<file path="config.mk">
export PLATFORM = sky130hd
export DESIGN_NAME = activation_pipe
export DESIGN_NICKNAME = d
export VERILOG_FILES = /design/src/rtl/activation_pipe.sv
export SDC_FILE = /design/constraint.sdc
export NUM_CORES = 1
export LEC_CHECK = 0
export ABC_AREA = 1
export CORE_MARGIN = 8
export CORE_UTILIZATION = 55
export CTS_CLUSTER_DIAMETER = 50
export CTS_CLUSTER_SIZE = 25
export DETAILED_ROUTE_END_ITERATION = 7
export PLACE_DENSITY_LB_ADDON = 0.05
export SLEW_MARGIN = 20
export SYNTH_ARGS = -nofsm -noshare
export SYNTH_HDL_FRONTEND = slang
export SYNTH_SLANG_ARGS = --single-unit
</file>
<file path="constraint.sdc">
create_clock -name clk -period 2.2 [get_ports clk]
set_input_delay 0.44 -clock clk [delete_from_list [all_inputs] [get_ports clk]]
set_output_delay 0.44 -clock clk [all_outputs]
set_load 0.01 [all_outputs]
</file>
<file path="src/rtl/activation_pipe.sv">
// Two-stage multi-lane activation (bypass / ReLU / leaky / clamp) with valid/ready flow control.
// Optional zeroed-lane statistics counter enabled by defining ACTIVATION_STATS_EN.
module activation_pipe #(
  parameter int unsigned NUM_WIDTH  = 16,
  parameter int unsigned NUM_LANES  = 4,
  parameter int unsigned LEAK_SHIFT = 3
) (
  input  logic                           clk,
  input  logic                           rst_n,
  input  logic [1:0]                     cfg_mode,
  input  logic [NUM_WIDTH-1:0]           cfg_ceiling,
  input  logic                           up_valid,
  output logic                           up_ready,
  input  logic [NUM_LANES*NUM_WIDTH-1:0] up_data,
  output logic                           dn_valid,
  input  logic                           dn_ready,
  output logic [NUM_LANES*NUM_WIDTH-1:0] dn_data
`ifdef ACTIVATION_STATS_EN
  ,
  input  logic                           stat_clear,
  output logic [31:0]                    stat_zeroed
`endif
);

  localparam int unsigned BUS_W = NUM_LANES * NUM_WIDTH;
  localparam int unsigned ZC_W  = $clog2(NUM_LANES + 1);

  localparam logic [1:0] MODE_BYPASS = 2'd0;
  localparam logic [1:0] MODE_RELU   = 2'd1;
  localparam logic [1:0] MODE_LEAKY  = 2'd2;
  localparam logic [1:0] MODE_CLAMP  = 2'd3;

  logic                 s1_valid;
  logic [BUS_W-1:0]     s1_data;
  logic [1:0]           s1_mode;
  logic [NUM_WIDTH-2:0] s1_ceil;
  logic [BUS_W-1:0]     s1_result;
  logic                 s1_load;
  logic                 s2_load;

  // Ceiling MSB is architecturally ignored; only the low bits travel with the beat.
  logic unused_ceil_msb;
  assign unused_ceil_msb = cfg_ceiling[NUM_WIDTH-1];

  function automatic logic [NUM_WIDTH-1:0] act_lane(
    input logic [NUM_WIDTH-1:0] x,
    input logic [1:0]           mode,
    input logic [NUM_WIDTH-2:0] ceil
  );
    logic [NUM_WIDTH-1:0] c;
    logic                 neg;
    c   = {1'b0, ceil};
    neg = x[NUM_WIDTH-1];
    act_lane = x;
    case (mode)
      MODE_RELU:  if (neg) act_lane = '0;
      MODE_LEAKY: if (neg) act_lane = NUM_WIDTH'($signed(x) >>> LEAK_SHIFT);
      MODE_CLAMP: begin
        if (neg)        act_lane = '0;
        else if (x > c) act_lane = c;
      end
      MODE_BYPASS: act_lane = x;
      default:     act_lane = x;
    endcase
  endfunction

  assign s2_load  = !dn_valid || dn_ready;
  assign s1_load  = !s1_valid || s2_load;
  assign up_ready = s1_load;

  always_comb begin
    s1_result = '0;
    for (int i = 0; i < NUM_LANES; i++) begin
      s1_result[i*NUM_WIDTH +: NUM_WIDTH] =
        act_lane(s1_data[i*NUM_WIDTH +: NUM_WIDTH], s1_mode, s1_ceil);
    end
  end

  // S1: capture beat together with its mode and ceiling.
  always_ff @(posedge clk or negedge rst_n) begin
    if (!rst_n) begin
      s1_valid <= 1'b0;
      s1_data  <= '0;
      s1_mode  <= '0;
      s1_ceil  <= '0;
    end else if (s1_load) begin
      s1_valid <= up_valid;
      if (up_valid) begin
        s1_data <= up_data;
        s1_mode <= cfg_mode;
        s1_ceil <= cfg_ceiling[NUM_WIDTH-2:0];
      end
    end
  end

  // S2: activated result, held while downstream stalls.
  always_ff @(posedge clk or negedge rst_n) begin
    if (!rst_n) begin
      dn_valid <= 1'b0;
      dn_data  <= '0;
    end else if (s2_load) begin
      dn_valid <= s1_valid;
      if (s1_valid) dn_data <= s1_result;
    end
  end

`ifdef ACTIVATION_STATS_EN
  logic [ZC_W-1:0] s1_zero_cnt;
  logic [ZC_W-1:0] s2_zero_cnt;
  logic [32:0]     stat_sum;

  always_comb begin
    s1_zero_cnt = '0;
    for (int i = 0; i < NUM_LANES; i++) begin
      if (s1_data[i*NUM_WIDTH + NUM_WIDTH - 1] &&
          ((s1_mode == MODE_RELU) || (s1_mode == MODE_CLAMP)))
        s1_zero_cnt = s1_zero_cnt + ZC_W'(1);
    end
  end

  assign stat_sum = {1'b0, stat_zeroed} + 33'(s2_zero_cnt);

  always_ff @(posedge clk or negedge rst_n) begin
    if (!rst_n) begin
      s2_zero_cnt <= '0;
    end else if (s2_load && s1_valid) begin
      s2_zero_cnt <= s1_zero_cnt;
    end
  end

  // Saturating count of lanes zeroed by negative input; clear wins over increment.
  always_ff @(posedge clk or negedge rst_n) begin
    if (!rst_n) begin
      stat_zeroed <= '0;
    end else if (stat_clear) begin
      stat_zeroed <= '0;
    end else if (dn_valid && dn_ready) begin
      stat_zeroed <= stat_sum[32] ? 32'hFFFF_FFFF : stat_sum[31:0];
    end
  end
`endif

endmodule

</file>
[Yosys cells after proc, flatten, opt, wreduce, memory -nomap -nowiden]
Index checks and enable logic that the tools add are counted.
Widths: inputs -> output; s select.
Operators by class
  equal/unequal tests: 3
  $lt $le $gt $ge: 4
  reduce and logical (&&, ||, !) cells: 7
  multiplexer cells: 20
Operators by type and width (count)
  $pmux 16 s4: 4
  $mux 15: 12
  $gt 16x15->1: 4
  $mux 16: 4
  $eq 2x2->1 const B: 2
  $reduce_and 2->1: 2
  $eq 2x1->1 const B: 1
  $logic_not 1->1: 2
  $logic_not 2->1: 1
  $logic_or 1x1->1: 2
Word-level totals
  output and inout port bits: 66
  bits in registers: 147

[Longest topological paths before layout]
Gate-level depths: netlist of the first run.
  depth in word-level cells: 4
  gate-level depth with buffers: 18
  depth with buffers taken out: 17

[Worst setup path after synthesis of the first run]
Ideal clock, no wire load.
  path kind: register to register
  start point: register s1_ceil[11]
  end point: register dn_data[10]
  buffers on the path: 1
  slack: 0.375 ns
  clock period less this slack: 1.825 ns
  cell stages (with the launch flop): 14
  library setup time: 0.117 ns
  data arrival time: 1.708 ns
  path through: dfrtp_1 inv_1 ha_1 a21oi_1 nand2_1 a21oi_2 nand2_4 nand2_4 buf_6 nand2_2 nand3_2 nand2_1 nand2_1 nand2_1
On the way
  word-level cells in the longest chain between the ends: 4
Ends and longest elaborated chain
  from (decl): RTL line 36  | logic [NUM_WIDTH-2:0] s1_ceil;
  from (signal assigned): RTL line 91  | s1_ceil <= cfg_ceiling[NUM_WIDTH-2:0];
  $gt 16x15->1: RTL line 60  | else if (x > c) act_lane = c;
  $mux 15: RTL line 60
  $mux 15: RTL line 59  | if (neg) act_lane = '0;
  $pmux 16 s4: RTL line 55  | case (mode)
  to (signal assigned): RTL line 103  | if (s1_valid) dn_data <= s1_result;
  to (decl): RTL line 17  | output logic [NUM_LANES*NUM_WIDTH-1:0] dn_data
No other way between the ends.
A chain may end at the register's enable or synchronous reset.

[Worst setup path in the final report of the first run]
  start point: register s1_ceil[9]
  end point: register dn_data[5]
The elaborated chain is that of the path after synthesis.

==> impl_metrics.ini, run 1 <==
[outcome]
status = completed

[cts]
cts_buffers = 17
cts_root_buf = clkbuf_16
cts_tree = yes
htreeDepth = 4
clock_path_buffers = 2
cts.clk_slew.worst_paths_ns = 0.06
insertion_delay_ns = 0.44
cts_sinks = 147

[sta]
setup_viol = 0
finalCritPeriodShare_pct = 99.86
period_needed_ns = 2.197
fmax_ghz = 0.4552
hold_violations = 0
max_slew.worst_pin.slew_ns = 1.144
timing.clock.skew_ns = 0.009225
grt_setup_unrepaired = yes
final_max_slew_viol_count = 0
hold_slack_ns = 0.4678
slew-limit-headroom_pct = 23.42

[synth]
yosysMostFrequentCell = nand2_1
synthTopCellsByArea = dfrtp_1, nand2_1, nor2_1, a21oi_1, ha_1
ys.flop_type = dfrtp_1
synth_top_area_cell = dfrtp_1
syn_nets = 1579
synth.distinct_cells = 28
yosys_warnings = 0
synth_area_sq_um = 9972
synth-edff-count = 0
ys_seq_elements = 147
synth_async_sr_flop_share_pct = 100.0
synthTopCellsByCount = nand2_1, nor2_1, a21oi_1, dfrtp_1, nand3_1
synth_top_cell_area_share_pct = 36.89
syn_area_per_cell_sq_um = 6.959
yosysSeqAreaShare_pct = 36.89
synthCells = 1433

[global_routing]
grt_pass1_vias = 10120
grt_pass1_wl_um = 50480
grt_max_degree = 60
track_usage_pct = 28.02
overflow = 0
antenna_found_initial = 0

[critical_path]
crit_arrival_ns = 2.58
path_class = flip-flop to flip-flop
end_kind = flip-flop
critPathLaunchType = flip-flop
cp.required_ns = 2.58
worstPathMaxFanout = 12

[place]
dp_hpwl_um = 21220
dpl_cell_area_sq_um = 12080
place_congestion = 0.8629
io_buffers = 150

[die]
die_width_um = 150.7
rows = 49
dieHeight_um = 150.7
core_sq_um = 17900
dieArea_sq_um = 22700
pin_count = 152
start_util_pct = 55.70

[pwr]
comb_power_share_pct = 44.4
p_per_area_nw_per_um2 = 954.5
clkPwrFrac_pct = 24.3
seqPwrFrac_pct = 31.3
p_int_mw = 7.701
p_leak_nw = 6.325
total_power_mw = 12.56
swShare_pct = 38.68
ir_drop_mv = 0.6846
p_switching_mw = 4.858

[layout]
final_util_pct = 73.49
post-route-cell-area_sq_um = 13160
multi_input_area_sq_um = 5776
n_antenna_cell = 0
fill_cells = 1400
finalNetCount = 1752
seqCellArea_sq_um = 3679
areaGrowthSynthToFinish_pct = 31.93
drive_above_1_share_pct = 13.03

[drt]
dr_total_vias = 10410
wl_per_cell_um = 17.29
drt-pass1-iter-count = 5
drc = 0
routed_wl_um = 31950
antenna_left = 0
vias_per_cell = 5.634
drt_iter0_drc = 893

[job]
drv_cap = 0

[min_path]
hp-class = flip-flop to flip-flop
==> power groups by stage <==
stage | Combinational (mW) | Clock [mW] | Sequential [mW]
floorplan | 2.84 | 0 | 4.05
global placement | 5.12 | 0 | 3.93
detailed placement | 5.23 | 0 | 3.94
CTS | 5.29 | 3.08 | 3.90
global route | 6.16 | 3.21 | 4.01
finish | 5.58 | 3.05 | 3.93
==> repair_timing <==
action / 4_1_cts / 5_1_grt
hold buffers: 1 / 0
gates resized for setup: 0 / 71
buffers inserted: 0 / 8
hold endpoints to repair: 44 / 0
endpoints found under the setup margin: 0 / 50
==> cell families (layout without fill, tap and decap cells) <==
kind of cell / count (synthesis) / after routing / synth area share, %
and+or+nand+nor: 806 / 806 / 34.12
buffers and inverters: 187 / 373 / 8.294
adders and majority gates: 60 / 60 / 7.528
DFF: 147 / 147 / 36.89
AOI/OAI and AO/OA: 233 / 233 / 13.17
==> layout by cell type (no fill, tap or decap) <==
cell type and n:
a211oi_1 48, a21o_1 4, a21oi_1 165, a21oi_2 6
buf_12 15, buf_4 54, buf_6 11, buf_8 3
bufinv_16 3, clkbuf_16 18, clkdlybuf4s50_1 149, clkinv_2 2
clkinv_4 1, clkinvlp_4 8, dfrtp_1 147, dlygate4sd3_1 1
ha_1 54, ha_4 6, inv_1 98, inv_2 7
inv_6 3, nand2_1 326, nand2_2 17, nand2_4 7
nand2_8 3, nand3_1 98, nand3_2 33, nand3_4 3
nand4_1 3, nand4_2 1, nor2_1 305, nor2_2 3
nor2_4 6, nor3_4 1, o21ai_0 4, o21ai_1 2
o31ai_1 4
==> sequential cells by signal (all words and copies together), names as in the netlist <==
| signal | cells |
|---|---|
| s1_mode | 2 |
| s1_valid | 1 |
| s1_data | 64 |
| dn_data | 64 |
| s1_ceil | 15 |
| dn_valid | 1 |
==> routing by layer <==
metal	up-vias	global-route usage, %	wire length [um]
li1	5006	-	-
met1	4847	36.47	13400
met2	473	43.90	14890
met3	85	6.973	2710
met4	0	11.38	952
met5	-	0	0
==> stage by stage <==
| stage | std cells | setup TNS [ns] | setup WS [ns] |
|---|---|---|---|
| 6_report | 1848 | 0 | 0.003102 |
| 2_1_floorplan | 1433 | 0 | 0.3753 |
| 5_1_grt | 1848 | -1.681 | -0.1179 |
| 3_5_place_dp | 1805 | 0 | 0.03490 |
| 4_1_cts | 1838 | 0 | 0.01203 |
| 3_3_place_gp | 1805 | 0 | 0.06687 |
==> final cells by class <==
type | count | area share, %
clock buffers | 17 | 3.233
clock inverters | 15 | 1.369
inverters | 107 | 3.110
multi-input cells | 1099 | 43.90
flip-flops and latches | 147 | 27.96
well taps | 229 | 2.178
repair buffers | 234 | 18.25
==> worst paths after layout <==
kind | start | cells past startpoint | slack (ns) | end
min | dn_data[7] | 2 | 0.47 | dn_data[7]
max | s1_ceil[9] | 12 | 0.003 | dn_data[5]
min reg2reg | dn_data[7] | 2 | 0.47 | dn_data[7]
max reg2reg | s1_ceil[9] | 12 | 0.003 | dn_data[5]
min in group asynchronous | rst_n | 2 | 0.53 | s1_data[36]
max in group asynchronous | rst_n | 3 | 1.00 | s1_data[17]
==> critical path, cell delays in order (launching register included) <==
cell        delay (ns)
dfrtp_1           0.37
clkinvlp_4        0.15
buf_12            0.17
ha_4              0.27
nand4_1           0.13
nor3_4            0.29
nand3_4           0.16
buf_4             0.24
nand3_1           0.12
nand3_2           0.07
nand2_1           0.06
nand2_1           0.05
nand2_1           0.05
(Power assumes the default switching activity.)
==> inputs of run 2 (changes only) <==
--- a/config.mk
+++ b/config.mk
@@ -8,10 +8,10 @@
 export ABC_AREA = 1
 export CORE_MARGIN = 8
 export CORE_UTILIZATION = 55
-export CTS_CLUSTER_DIAMETER = 50
 export CTS_CLUSTER_SIZE = 25
 export DETAILED_ROUTE_END_ITERATION = 7
 export PLACE_DENSITY_LB_ADDON = 0.05
+export REMOVE_ABC_BUFFERS = 1
 export SLEW_MARGIN = 20
 export SYNTH_ARGS = -nofsm -noshare
 export SYNTH_HDL_FRONTEND = slang
==> run 2 against run 1 <==
  * Critical path depth up 3
  * Fmax up 3.6%
  * Hold slack better by 0.0082 ns
  * Sequential share of layout area up 0.13 points
  * Non-clock buffer count up 10
  * Wire length up 1.5%
  * Setup slack better by 0.077 ns
  * Clock power down 4%
  * Critical path type unchanged
  * Highest routed layer unchanged
==> impl_metrics.ini, run 2 (same netlist as run 1, synthesis figures left out) <==
[sta]
slew-limit-headroom_pct = 60.74
final_max_slew_viol_count = 0
grt_setup_unrepaired = yes
setup_viol = 0
fmax_ghz = 0.4717
hold_violations = 0
hold_slack_ns = 0.4761
setup_tns_ns = 0
timing.clock.skew_ns = 0.005401
fin_ws_ns = 0.08007
finalCritPeriodShare_pct = 96.36
period_needed_ns = 2.120
max_slew.worst_pin.slew_ns = 0.5889

[global_routing]
track_usage_pct = 27.94
antenna_found_initial = 0
grt_pass1_wl_um = 50170
grt_pass1_vias = 9848
overflow = 0
grt_max_degree = 63

[critical_path]
worstReg2RegEnd = dn_data[27]
critPathLaunch = s1_ceil[14]
reg2reg_depth = 15
end_kind = flip-flop
r2r-start = s1_ceil[14]
path_class = flip-flop to flip-flop
crit_end = dn_data[27]
ff2ff_setup_slack_ns = 0.08
critPathLaunchType = flip-flop
cp.required_ns = 2.52
crit_arrival_ns = 2.44
worstPathMaxFanout = 7

[job]
drv_cap = 0

[die]
dieHeight_um = 150.7
rows = 49
pin_count = 152
die_width_um = 150.7
core_sq_um = 17900
dieArea_sq_um = 22700
start_util_pct = 55.70

[drt]
drc = 0
routed_wl_um = 32440
dr_total_vias = 10540
vias_per_cell = 5.682
antenna_left = 0
wl_per_cell_um = 17.49
drt-pass1-iter-count = 8
drt_iter0_drc = 893

[outcome]
status = completed

[layout]
fill_cells = 1435
reg_top3 = dn_data x64, s1_data x64, s1_ceil x15
drive_above_1_share_pct = 12.05
multi_input_area_sq_um = 5713
finalNetCount = 1762
n_antenna_cell = 0
final_cell_mix = nand2_1, nor2_1, a21oi_1
areaGrowthSynthToFinish_pct = 31.32
post-route-cell-area_sq_um = 13100
seqCellArea_sq_um = 3679
final_common_cell = nand2_1

[place]
dpl_cell_area_sq_um = 12110
dpl_worst_slack_ns = 0.06802
dp_hpwl_um = 21520
place_congestion = 0.8755
io_buffers = 150

[cts]
cts_root_buf = clkbuf_16
htreeDepth = 4
cts_sinks = 147
cts.clk_slew.worst_paths_ns = 0.06
cts_tree = yes
insertion_delay_ns = 0.43
clock_path_buffers = 2
cts_buffers = 17

[pwr]
ir_drop_mv = 0.6579
total_power_mw = 12.47
p_leak_nw = 6.339
p_per_area_nw_per_um2 = 952.1

[min_path]
hp-class = flip-flop to flip-flop
-- run 2: cell count changes in the layout (fill, tap and decap cells not counted), moves of 5 or more --
cell | previous run | this run
clkbuf_8 | 0 | 5
buf_6 | 11 | 6
nand3_2 | 33 | 12
buf_4 | 54 | 71
clkinvlp_4 | 8 | 3
nand3_1 | 98 | 118
-- run 2: per-stage QoR --
stage / util [%] / std cells
6_report: 73.15 / 1855
5_1_grt: 73.15 / 1855
4_1_cts: 70.90 / 1842
3_5_place_dp: 67.63 / 1812
3_3_place_gp: 67.63 / 1812
2_1_floorplan: - / 1353
-- run 2: timing repair --
item,4_1_cts,5_1_grt
hold buffers,1,0
setup endpoints to repair,0,47
hold endpoints to repair,43,0
setup buffers,0,12
resized for setup,0,44
-- run 2: worst min path at each step --
| stage | from | end | slack, ns | cells after the start |
|---|---|---|---|---|
| final | dn_data[55] | dn_data[55] | 0.48 | 2 |
| after detailed placement | rst_n | dn_valid | 0.41 | 1 |
| after global placement | rst_n | dn_valid | 0.41 | 1 |
| after CTS | dn_data[52] | dn_data[52] | 0.48 | 2 |
| after global routing | dn_data[56] | dn_data[56] | 0.49 | 2 |
| after floorplan | rst_n | dn_data[0] | 0.14 | 0 |
-- run 2: per-layer routing --
layer  vias to the layer above  track usage (%)  share of wire, %  wire, um
met3                        88            5.741               9.1      2948
met2                       518            44.42                46     15020
li1                       5033                -                 -         -
met1                      4902            36.85                42     13500
met5                         -                0                 0         0
met4                         0            10.59               3.0       977
-- run 2: power breakdown --
group / internal [mW] / total, mW / switching [mW] / leakage [nW]
combinational: 2.53 / 5.58 / 3.05 / 4.35
sequential: 3.40 / 3.96 / 0.561 / 1.70
clock: 1.80 / 2.93 / 1.13 / 0.288
total: 7.72 / 12.5 / 4.75 / 6.34
-- run 2: cell type report --
cell class / instances / share of cell area (%)
Tap cell: 229 / 2.188
Sequential cell: 147 / 28.09
Multi-Input combinational cell: 1099 / 43.63
Inverter: 107 / 3.153
Clock buffer: 24 / 3.831
Clock inverter: 5 / 0.5733
Timing Repair Buffer: 244 / 18.54
-- run 2: critical path, cell delays in order (launching register included) --
cell and delay (ns):
dfrtp_1 0.37, clkinvlp_4 0.12, buf_6 0.14, ha_4 0.26
inv_1 0.05, nor2_4 0.15, nand3_4 0.11, nor2_4 0.15
nand2_2 0.09, nand2_4 0.11, buf_6 0.14, nand3_1 0.07
nand3_1 0.08, nand2_1 0.05, nand2_1 0.08, nand2_1 0.05
